`config.mk`:
```
export PLATFORM = sky130hd
export DESIGN_NAME = jpc_reg_file
export DESIGN_NICKNAME = d
export VERILOG_FILES = /design/src/rtl/jpc_reg_file.sv
export SDC_FILE = /design/constraint.sdc
export NUM_CORES = 2
export LEC_CHECK = 0
export CAP_MARGIN = 20
export CORE_ASPECT_RATIO = 0.7
export CORE_MARGIN = 2
export CORE_UTILIZATION = 30
export CTS_BUF_LIST = sky130_fd_sc_hd__clkbuf_2 sky130_fd_sc_hd__clkbuf_4 sky130_fd_sc_hd__clkbuf_8
export DETAILED_ROUTE_END_ITERATION = 8
export GPL_ROUTABILITY_DRIVEN = 1
export SLEW_MARGIN = 20
export SYNTH_ARGS = -nofsm -noshare
export SYNTH_HDL_FRONTEND = slang
export SYNTH_SLANG_ARGS = --single-unit
```
`constraint.sdc`:
```
create_clock -name clk -period 2.55 [get_ports clk]
set_input_delay 0.3825 -clock clk [delete_from_list [all_inputs] [get_ports clk]]
set_output_delay 0.3825 -clock clk [all_outputs]
set_load 0.01 [all_outputs]
```
`src/rtl/jpc_reg_file.sv`:
```
// jpc_reg_file: 32-entry register file, x0 hardwired to zero, one read/write port and one read-only port
`ifndef JPC_REGDATA_WIDTH
`define JPC_REGDATA_WIDTH 32
`endif
module jpc_reg_file #(
  parameter int DATA_WIDTH = `JPC_REGDATA_WIDTH
) (
  input  logic                  clk,
  input  logic                  rst,
  input  logic                  r1_idx_op_I,
  input  logic [4:0]            r1_idx_I,
  input  logic                  r1_idx_valid_I,
  output logic                  r1_idx_ready_O,
  input  logic                  r1_rdata_ready_I,
  output logic [DATA_WIDTH-1:0] r1_rdata_O,
  output logic                  r1_rdata_valid_O,
  output logic                  r1_wdata_ready_O,
  input  logic [DATA_WIDTH-1:0] r1_wdata_I,
  input  logic                  r1_wdata_valid_I,
  input  logic                  r2_idx_op_I,
  input  logic [4:0]            r2_idx_I,
  input  logic                  r2_idx_valid_I,
  output logic                  r2_idx_ready_O,
  input  logic                  r2_data_ready_I,
  output logic [DATA_WIDTH-1:0] r2_data_O,
  output logic                  r2_data_valid_O
);
  logic [DATA_WIDTH-1:0] regs [32];
  logic wr_en, rd1_en, rd2_en;
  assign r1_idx_ready_O   = !(r1_rdata_valid_O && !r1_rdata_ready_I);
  assign r1_wdata_ready_O = r1_idx_ready_O;
  assign r2_idx_ready_O   = !(r2_data_valid_O && !r2_data_ready_I);
  assign wr_en  = r1_idx_valid_I && r1_idx_op_I && r1_wdata_valid_I && r1_idx_ready_O;
  assign rd1_en = r1_idx_valid_I && !r1_idx_op_I && r1_idx_ready_O;
  assign rd2_en = r2_idx_valid_I && !r2_idx_op_I && r2_idx_ready_O;
  always_ff @(posedge clk or negedge rst) begin
    if (!rst) begin
      for (int i = 0; i < 32; i++) regs[i] <= '0;
      r1_rdata_O       <= '0;
      r1_rdata_valid_O <= 1'b0;
      r2_data_O        <= '0;
      r2_data_valid_O  <= 1'b0;
    end else begin
      if (wr_en && r1_idx_I != 5'd0) regs[r1_idx_I] <= r1_wdata_I;
      if (rd1_en) begin
        r1_rdata_O       <= (r1_idx_I == 5'd0) ? '0 : regs[r1_idx_I];
        r1_rdata_valid_O <= 1'b1;
      end else if (r1_rdata_ready_I) begin
        r1_rdata_valid_O <= 1'b0;
      end
      if (rd2_en) begin
        r2_data_O       <= (r2_idx_I == 5'd0) ? '0 : regs[r2_idx_I];
        r2_data_valid_O <= 1'b1;
      end else if (r2_data_ready_I) begin
        r2_data_valid_O <= 1'b0;
      end
    end
  end
endmodule

```
======== After elaboration in Yosys (flattened, before gate mapping) ========
Index checks and enable logic that the tools add are counted.
storage, ports and cells
  bits in latches ......................... 0
  memory bits (read-only) ................. 0
  word-level logic and storage cells ...... 78
  memories ................................ 0
  register bits after elaboration ......... 1090
  input port bits ......................... 51
  memory bits (writable) .................. 0
operators by class
  equal/unequal tests ..................... 0
  multiply operators ...................... 0
  reductions and logical operators ........ 22
  bitwise logic cells ..................... 2
  $lt $le $gt $ge ......................... 3
  shift operators ......................... 0
  div/mod/pow operators ................... 0
  muxes and demuxes ....................... 15
  $add $sub $neg .......................... 0
operators by type and width
  operator                                                              count
  1024-bit bitwise mux                                                  1
  32-bit binary-select mux with 5-bit select                            2
  32-bit 2-to-1 mux                                                     7
  32-bit demux with 5-bit select                                        1
  6-bit >= comparator, second input constant                            2
  5-bit NOT with 6-bit output                                           2
  1-bit logical AND                                                     11
  5-bit logical NOT                                                     2
  1-bit logical NOT                                                     6
  6-bit by 1-bit < comparator with 1-bit output, second input constant  1
  5-bit nonzero test                                                    1
  1-bit 2-to-1 mux                                                      4
  2-bit nonzero test                                                    2

======== Logic depth before layout (Yosys ltp) ========
  depth in word-level cells ............... 6
  mapped depth ............................ 9
  mapped depth without buffers ............ 5

======== Least setup slack after synthesis ========
OpenSTA, ideal clock, no wires.
  kind .................................... reg-to-reg
  from .................................... reg r1_rdata_valid_O
  to ...................................... reg regs[129] (netlist bit)
  period minus slack after synthesis ...... 2003 ps
  setup time .............................. 125 ps
  required time ........................... 2425 ps
  slack ................................... 547 ps
  stages on the path, launching flop included .. 8
  buffers on the path ..................... 2
  arrival time ............................ 1878 ps
  path through ............................ dfrtp_1 > nand2b_2 > and4_1 > buf_6 > nand3_4 > nor3_2 > buf_4 > mux2_2
on the way
  word-level cells in the longest chain between the ends .. 4
RTL lines
  item                           RTL line  RTL
  start, declared                16        output logic r1_rdata_valid_O,
  start signal, assigned         40        r1_rdata_valid_O <= 1'b0;
  start signal, assigned         47        r1_rdata_valid_O <= 1'b1;
  start signal, assigned         49        r1_rdata_valid_O <= 1'b0;
  1-bit logical AND              30        assign r1_idx_ready_O = !(r1_rdata_valid_O && !r1_rdata_ready_I);
  1-bit logical NOT              30
  net r1_idx_ready_O             13        output logic r1_idx_ready_O,
  1-bit logical AND              33        assign wr_en = r1_idx_valid_I && r1_idx_op_I && r1_wdata_valid_I && r1_idx_ready_O;
  1-bit logical AND              44        if (wr_en && r1_idx_I != 5'd0) regs[r1_idx_I] <= r1_wdata_I;
  end signal, assigned by index  44
  end, declared                  28        logic [DATA_WIDTH-1:0] regs [32];
The timed path passes the listed nets, and every way through them passes these cells.
A chain may end at the register's enable or synchronous reset.

======== Final worst setup path ========
  from .................................... reg r1_rdata_O[9]
  to ...................................... out r1_rdata_O[9]
RTL lines
  item                    RTL line  RTL
  start, declared         15        output logic [DATA_WIDTH-1:0] r1_rdata_O,
  start signal, assigned  46        r1_rdata_O <= (r1_idx_I == 5'd0) ? '0 : regs[r1_idx_I];
No word-level cell between the ends.

==> reports/results.ini <==
[status]
status=finished, final reports clean

[yosys]
synth_top_family_by_area=multiplexers
synthCells=4130
yosys-top-cells-area=dfrtp_1, mux2_2, mux2i_1
synth_simple_gate_area_share_pct=3.04
synth_compound_area_share_pct=6.03
syn-num-nets=4181
synth-async-reset-ratio_pct=100
synth-main-ff-cell=dfrtp_1
synth_top_area_share_pct=48.3
synth_area_leader_cell=dfrtp_1
ys_seq_area_share_pct=48.3
synthAdderAreaFrac_pct=0
ys_ff_latch=1090
avgSynthCellArea_sq_um=13.7
ys_types=52
syn-cell-area_sq_um=56500
synth_xor_xnor_area_share_pct=0
yosysWarningCount=0
synth_mux_area_share_pct=38.4
synth-edff-count=0

[clock_tree]
cts_buffer_depth=3
cts_made_buffers=166
htree_levels=4
clock_latency_ns=0.93
postCtsSetupRepairBufs=0
clock-sinks=1090
clk_pin_slew_ns=0.07
cts_tree=yes
cts_root_buf=clkbuf_8

[cells_and_area]
nets=4439
drive_gt1_share_pct=43.0
area_delta_synth_final_pct=20.3
layout_common_cells=dfrtp_1, mux2_2, mux2i_1
fill_cells=18000
multi_input_area_sq_um=27100
final_common_cell=dfrtp_1
seq_area_sq_um=27300
final_cell_area_sq_um=68000

[worst_setup_path]
path_cells=clkdlybuf4s50_1
cp_max_fo=2
required_ns=2.17
critPathLaunchType=flop
cpMaxStageDelayCell=clkdlybuf4s50_1
cp_top_family=buffers and inverters
crit_path_max_incr_delay_ns=0.62
crit_type=flop to primary output
critPathArrivalTime_ns=2.06
end_kind=primary output
critPathBufInv=1

[placed_design]
numPortBuffers=119
hpwl_microns=142000
place_ws_ns=-0.372
placed_area_sq_um=64300
routabilityCongestion=0.881

[die]
die_x_microns=523
dieArea_sq_um=192000
io_pins=120
die_y_microns=367
core.rowCount=133
core_sq_um=187000
initial_core_util_pct=30.1

[timing]
fin_ws_ns=0.108
drv_slew=0
fin_crit_sh_pct=95.8
fin_skew_ns=0.0479
holdWs_ns=0.128
setup_viol=0
fmax_mhz=409
relSlewSlack_pct=31.7
finalCriticalPeriod_ns=2.44
hold_violations=0
rsz0062_at_grt=no
tightest_slew_ns=1.02

[grt]
grt_max_degree=98
grt_pass1_vias=40900
top_usage_layer=met1
grt_first_pass_wirelength_microns=312000
use_met1_pct=33.1
use_met3_pct=6.63
groute.layer.met2.usage_pct=31.5
overflow=0
antenna_found_initial=6
grtUsageTotal_pct=22.5

[routing]
wirelength_microns=220000
avgViaCountPerCell=5.79
drtPass1Iterations=5
ant_nets=0
wire_per_inst_microns=31.3
drt-initial-drc-count=4813
vias=40700
route.detailed.drc=0

[power_and_ir_drop]
pwr_density_cell_nw_per_um2=611
p_total_mw=41.5
ir_worst_vdd_uv=504
p_leak_nw=31.2

[worst_hold_path]
min_path_type=input pin to flop

[job]
drv_cap=0

what timing repair did:
action	in CTS	in global routing
hold buffers	2	0
endpoints found under the setup margin	1	0
endpoints found under the hold margin	670	0
gates resized for setup	1	0
stage by stage:
step	setup TNS (ns)	util (%)	std cells
global placement	-165.56	34.3	6715
global route	0	36.3	7018
detailed placement	-206.76	34.3	6715
finish	0	36.3	7021
floorplan	0	-	4130
CTS	0	36.3	7017
where the power goes:
part           leakage [nW]  internal, mW  switching, mW
clock                  1.92          8.42           7.61
sequential             14.9          18.6           1.15
combinational          14.4          2.87           2.88
total                  31.2          29.9           11.6
metal layers:
metal,vias up,part of all wire (%)
met5,-,0.056
met4,5,2.8
met3,382,11
met2,2352,42
met1,21600,44
li1,16300,-
cell usage after synthesis, drive strengths merged, types with 2 or more instances:
library cell and number:
dfrtp 1090, mux2 1026, mux2i 576, o22ai 349
buf 260, clkbuf 196, mux4 193, nor4 95
a22o 64, nor2 59, nand2 37, o21ai 32
nor2b 31, a211oi 30, a22oi 30, nand3b 11
nand4bb 6, nand3 5, nor3 5, nand4b 4
or4b 4, inv 3, nand4 3, or2 3
or3b 3, a21oi 2, nand2b 2, or4 2
registers in the layout, summed over array words and instances, names as in the netlist:
| register | count |
|---|---|
| r1_rdata_O | 32 |
| r2_data_O | 32 |
| r2_data_valid_O | 1 |
| r1_rdata_valid_O | 1 |
| regs | 1024 |
cells by family (layout without fill, tap and decap cells):
logic type             count (synthesis)  count (layout)
AND/OR/NAND/NOR                      274             274
AO/OA/AOI/OAI                        512             512
flip-flops                          1090            1090
other                                  0               4
buffers and inverters                459             849
multiplexers                        1795            1795
path summary, 6_finish.rpt:
check / startpoint / end / slack (ns) / depth (start not counted)
max in group asynchronous: rst / regs[886] / 1.54 / 4
hold reg to reg: regs[1015] / regs[1015] / 0.39 / 0
hold / removal: r1_wdata_I[14] / regs[590] / 0.13 / 2
setup reg to reg: r1_rdata_valid_O / regs[151] / 0.22 / 7
setup / recovery: r1_rdata_O[9] / r1_rdata_O[9] / 0.11 / 1
min in group asynchronous: rst / regs[972] / 0.27 / 3
cell type report:
| type | instances | share of cell area [%] |
|---|---|---|
| multi-input cells | 2581 | 39.8 |
| well taps | 2497 | 4.60 |
| flip-flops and latches | 1090 | 40.1 |
| clock inverters | 42 | 0.523 |
| diodes | 4 | 0.0147 |
| repair buffers | 546 | 10.1 |
| clock buffers | 258 | 4.76 |
| inverters | 3 | 0.0166 |
No activity file was read; power rests on OpenSTA's default activity.
